**config.mk**
```make
export PLATFORM = sky130hd
export DESIGN_NAME = pipe_hazard_unit
export DESIGN_NICKNAME = d
export VERILOG_FILES = /design/src/rtl/pipe_hazard_unit.sv
export SDC_FILE = /design/constraint.sdc
export NUM_CORES = 1
export LEC_CHECK = 0
export ABC_AREA = 1
export ABC_CLOCK_PERIOD_IN_PS = 2400
export CAP_MARGIN = 20
export CORE_MARGIN = 8
export CORE_UTILIZATION = 50
export CTS_CLUSTER_SIZE = 16
export DETAILED_ROUTE_END_ITERATION = 12
export PLACE_DENSITY = 0.79
export RECOVER_POWER = 50
export SYNTH_ARGS = -nofsm -noshare
export SYNTH_HDL_FRONTEND = slang
export SYNTH_SLANG_ARGS = --single-unit
```
**constraint.sdc**
```tcl
create_clock -name Clk -period 2.4 [get_ports Clk]
set_clock_uncertainty 0.05 [all_clocks]
set_input_delay 0.24 -clock Clk [delete_from_list [all_inputs] [get_ports Clk]]
set_output_delay 0.24 -clock Clk [all_outputs]
set_load 0.005 [all_outputs]
```
**src/rtl/pipe_hazard_unit.sv**
```systemverilog
// Load-use stall, operand forwarding and branch flush control for the pipelined MIPS datapath.
// Latency: stall/fwd/flush_mask are combinational from the scoreboard and ID inputs; the scoreboard shifts one entry per clock.
// Backpressure: stall holds PC and IF/ID and bubbles ID/EX until the youngest matching load becomes forwardable.
module pipe_hazard_unit #(
    parameter int REG_W    = 5,
    parameter int DEPTH    = 3,
    parameter int LOAD_LAT = 1,
    parameter int BR_STAGE = 1,
    parameter int CNT_W    = 16
) (
    input  logic                       Clk,
    input  logic                       Reset,
    input  logic                       id_valid,
    input  logic [REG_W-1:0]           id_rs,
    input  logic [REG_W-1:0]           id_rt,
    input  logic                       id_use_rs,
    input  logic                       id_use_rt,
    input  logic [REG_W-1:0]           id_dest,
    input  logic                       id_regwrite,
    input  logic                       id_is_load,
    input  logic                       br_taken,
    output logic                       stall,
    output logic [BR_STAGE:0]          flush_mask,
    output logic [$clog2(DEPTH+1)-1:0] fwd_a,
    output logic [$clog2(DEPTH+1)-1:0] fwd_b,
    output logic [DEPTH-1:0]           sb_valid,
    output logic [CNT_W-1:0]           stall_cnt,
    output logic [CNT_W-1:0]           flush_cnt
);
    localparam int FWD_W = $clog2(DEPTH + 1);

    // One shadow entry per post-ID pipeline register; index 1 is ID/EX.
    typedef struct packed {
        logic             vld;
        logic [REG_W-1:0] dest;
        logic             wr;
        logic             load;
    } sbEntry_t;

    sbEntry_t sbQ [1:DEPTH];
    sbEntry_t sbD [1:DEPTH];

    // Operand 0 is rs, operand 1 is rt.
    logic [1:0][REG_W-1:0] srcReg;
    logic [1:0]            srcUse;
    logic [1:0][FWD_W-1:0] fwdRaw;
    logic [1:0]            hazRaw;
    logic                  stallRaw;
    logic                  flushEff;

    assign srcReg = {id_rt, id_rs};
    assign srcUse = {id_use_rt, id_use_rs};

    // Per-operand lookup: scan oldest to youngest so the youngest match overrides.
    always_comb begin
        fwdRaw = '0;
        hazRaw = '0;
        for (int op = 0; op < 2; op++) begin
            for (int j = DEPTH; j >= 1; j--) begin
                if (sbQ[j].vld && sbQ[j].wr && (sbQ[j].dest == srcReg[op]) &&
                    (srcReg[op] != '0) && srcUse[op]) begin
                    // The producer will sit one entry further on when the consumer reaches EX;
                    // a producer in the last entry is already written to the register file.
                    fwdRaw[op] = (j < DEPTH) ? FWD_W'(j + 1) : '0;
                    hazRaw[op] = sbQ[j].load && ((j + 1) < (2 + LOAD_LAT));
                end
            end
        end
    end

    // Stall/flush arbitration: a branch resolved in ID cannot act while it waits on a load.
    always_comb begin
        stallRaw = id_valid & (|hazRaw);
        flushEff = br_taken & ~((BR_STAGE == 0) & stallRaw);
        stall    = stallRaw & ~flushEff;
        fwd_a    = stall ? '0 : fwdRaw[0];
        fwd_b    = stall ? '0 : fwdRaw[1];
    end

    assign flush_mask = {(BR_STAGE + 1){flushEff & Reset}};

    // Scoreboard next state: shift down, insert ID or a bubble, kill entries younger than the branch.
    always_comb begin
        for (int k = 1; k <= DEPTH; k++) sbD[k] = '0;
        if (!stall) begin
            sbD[1].vld  = id_valid;
            sbD[1].dest = id_dest;
            sbD[1].wr   = id_regwrite;
            sbD[1].load = id_is_load;
        end
        for (int k = 2; k <= DEPTH; k++) sbD[k] = sbQ[k-1];
        if (flushEff) begin
            for (int k = 1; k <= BR_STAGE; k++) sbD[k].vld = 1'b0;
        end
    end

    // Scoreboard register.
    always_ff @(posedge Clk or negedge Reset) begin
        if (!Reset) begin
            for (int k = 1; k <= DEPTH; k++) sbQ[k] <= '0;
        end else begin
            for (int k = 1; k <= DEPTH; k++) sbQ[k] <= sbD[k];
        end
    end

    // Debug view of the valid bits, bit k-1 for entry k.
    always_comb begin
        sb_valid = '0;
        for (int k = 1; k <= DEPTH; k++) sb_valid[k-1] = sbQ[k].vld;
    end

    // Saturating stall counter.
    always_ff @(posedge Clk or negedge Reset) begin
        if (!Reset) begin
            stall_cnt <= '0;
        end else if (stall && (stall_cnt != '1)) begin
            stall_cnt <= stall_cnt + CNT_W'(1);
        end
    end

    // Saturating flush counter, counting only flushes that take effect.
    always_ff @(posedge Clk or negedge Reset) begin
        if (!Reset) begin
            flush_cnt <= '0;
        end else if (flushEff && (flush_cnt != '1)) begin
            flush_cnt <= flush_cnt + CNT_W'(1);
        end
    end

endmodule

```
==> summary.md <==
| Metric | Value |
|---|---|
| First DRT Iteration DRCs | 119 |
| Crit path max-delay family | buffers and inverters |
| FMAX | 440 MHz |
| TritonCTS Buffers | 5 |
| Maximum root-to-sink buffer count | 2 |
| Layout Nets | 482 |
| Min-Delay Path Depth | 0 |
| Max incr delay on CP | 430 ps |
| IO buf count | 64 |
| # H-tree levels | 2 |
| Hold_ws | 329 ps |
| Ys async rst share | 100% |
| Fin crit period | 2270 ps |
| Post-synth EDFFs | 0 |
| Status | complete, no violations |
| GR Util All Layers | 16.7% |
| Max-Cap Viols | 0 |
| Slew headroom | 20.0% |
| CP required | 2110 ps |
| Mean routed wirelength per cell | 13.2 um |
| Antenna cells | 0 |
| Initial core utilization | 50.6% |
| Final hold violation count | 0 |
| Vias/cell | 4.92 |
| Critical Path Source Type | register |
| Antenna Nets Post-Route | 0 |
| Final wirelength | 7.05 mm |
| Worst Path Arrival | 1980 ps |
| TritonCTS clock tree | built |
| # IOs | 65 |
| Worst path most repeated cell | nand2_1 |
| Root buffer cell | clkbuf_8 |
| VDD IR max | 0.554 mV |
| Initial antenna violation count | 0 |
| Leak pwr | 2.00 nW |
| Hold EP | sbD[1] |
| R2R cell count | 10 |
| Post-route non-filler standard cell count | 533 |
| Share of layout cells above drive strength 1 | 8.73% |
| Clock sink count | 48 |
| Critical-path cell list | buf_4 -> nand2_1 -> nand2_1 -> nand2_1 -> nor2_1 -> nand2_2 -> a21boi_1 -> buf_4 -> nor2_1 -> clkdlybuf4s50_1 |
| Unique cell type count in the Yosys netlist | 29 |
| DPL Wire Length | 5.41 mm |
| Register clock-pin slew on the reported worst setup and hold paths | 80 ps |
| Total power | 1.87 mW |
| Worst Path Buf+Inv | 3 |
| Core Rows | 28 |
| Reg-to-reg slack, setup | 470 ps |
| Routability congestion estimate | 0.940 |
| DIE WIDTH | 92.7 um |
| Actual slew at the worst max-slew pin | 1200 ps |
| CP Class | reg2out |
| Fill cells | 526 |
| Worst path slowest cell | clkdlybuf4s50_1 |
| Initial DRT Pass Iterations | 4 |
| Die ar. | 8590 um^2 |
| Die Ht | 92.7 um |
| Pin count of the biggest net entering global routing | 49 |
| Power Density | 494 nW/um^2 |
| Core ar. | 5820 um^2 |
| DRC viols | 0 |
| Syn_nets | 411 |
| Endpoints failing setup | 0 |
| Worst r2r src | stall_cnt[0] |
| Setup crit end kind | primary output |
| Gr ovfl total | 0 |
| Vias in the first global route | 2609 |
| Mapped Area | 2940 um^2 |
| Flops & latches, synth | 48 |
| Fin crit share | 94.6% |
| HP Class | reg2reg |
| Syn avg cell area | 7.62 um^2 |
| Yosys warns | 0 |
| Hold Path Origin | sbD[9] |
| Clk_lat worst skew | 290 ps |
| Dominant synthesized flop cell | dfrtp_1 |
| Via Count | 2621 |
| Final design utilization | 65.1% |
| Synth Instances | 386 |
| Placed insts | 524 |
| Worst r2r dst | stall_cnt[3] |
| Slew Viols, Final | 0 |
| First-pass GRT wire length | 11.8 mm |
| Crit-path max FO | 8 |
| Sequential area share after synthesis | 40.8% |
| Hold bufs inserted after CTS | 0 |
| Layout area overhead | 28.7% |
[routing by layer]
| layer | global-route usage (%) | wire length [um] | vias up |
|---|---|---|---|
| met5 | 0 | 0 | - |
| met4 | 4.83 | 80 | 0 |
| met3 | 4.45 | 398 | 8 |
| met2 | 29.0 | 3520 | 57 |
| met1 | 19.9 | 3050 | 1234 |
| li1 | - | - | 1322 |
[worst max-delay path by stage]
stage | start | endpoint | slack [ps] | depth (start not counted)
after floorplan | stall_cnt[0] | stall_cnt[13] | 730 | 10
after global placement | id_rs[4] | stall | 100 | 9
after detailed placement | id_rt[3] | stall | 70 | 8
after CTS | id_rt[3] | stall | 60 | 8
after global routing | sbD[12] | fwd_b[0] | -30 | 8
final | sbD[12] | fwd_b[0] | 130 | 10
[what timing repair did]
item,CTS,global route
gates resized for setup,0,16
endpoints found under the setup margin,0,5
setup buffers,0,1
[kinds of logic (layout without fill, tap and decap cells)]
group           after synthesis  after routing  share of synthesized area [%]
compound gates               20             20                           4.34
xor+xnor                     37             37                           11.0
fa+ha+maj                     2              2                          0.851
buf+inv                      75            147                           10.8
flops                        48             48                           40.8
simple gates                204            204                           32.2
[cell usage in the layout (no fill, tap or decap), drive strengths merged, types with 2 or more instances in the layout]
cell type      count
buf                7
dlymetal6s2s      10
ha                 2
nor2              54
nand2            106
nand3             18
clkbuf            10
clkdlybuf4s50     52
inv               67
xor2              20
dfrtp             48
o21ai             15
a21oi              2
nand4             16
nor3               8
xnor2             17
[cells in the mapped netlist, drive strengths merged (2+ instances only)]
| cell | instances | area, um^2 |
|---|---|---|
| o21ai | 15 | 93.8 |
| dfrtp | 48 | 1200 |
| nand4 | 16 | 100 |
| xor2 | 20 | 175 |
| nor2 | 54 | 234 |
| a21oi | 2 | 10.0 |
| nand2 | 106 | 420 |
| xnor2 | 17 | 149 |
| nor3 | 8 | 45.0 |
| buf | 7 | 62.6 |
| nand3 | 18 | 128 |
| ha | 2 | 25.0 |
| inv | 67 | 251 |
[cell type report]
type | count | area (um^2) | share of cell area, %
clock buffers | 8 | 90.1 | 2.38
well taps | 75 | 93.8 | 2.48
inverters | 67 | 251 | 6.64
multi-input cells | 263 | 1430 | 37.8
repair buffers | 72 | 717 | 18.9
flip-flops and latches | 48 | 1200 | 31.7
[through the flow]
| stage | setup slack, ps | area (um^2) | TNS [ps] |
|---|---|---|---|
| 2_1_floorplan | 728 | 2940 | 0 |
| 3_3_place_gp | 102 | 3660 | 0 |
| 6_report | 128 | 3790 | 0 |
| 4_1_cts | 63.7 | 3750 | 0 |
| 5_1_grt | -31.7 | 3790 | -31.7 |
| 3_5_place_dp | 65.1 | 3660 | 0 |
[sequential cells by signal, indices dropped and copies added, names as in the netlist]
register / flops
sb_valid: 3
flush_cnt: 16
sbD: 13
stall_cnt: 16
[where the power goes]
group,internal (mW),switching (mW),total (mW)
combinational,0.223,0.186,0.408
clock,0.236,0.257,0.493
sequential,0.880,0.0887,0.969
Power figures use the tool's default switching activity.
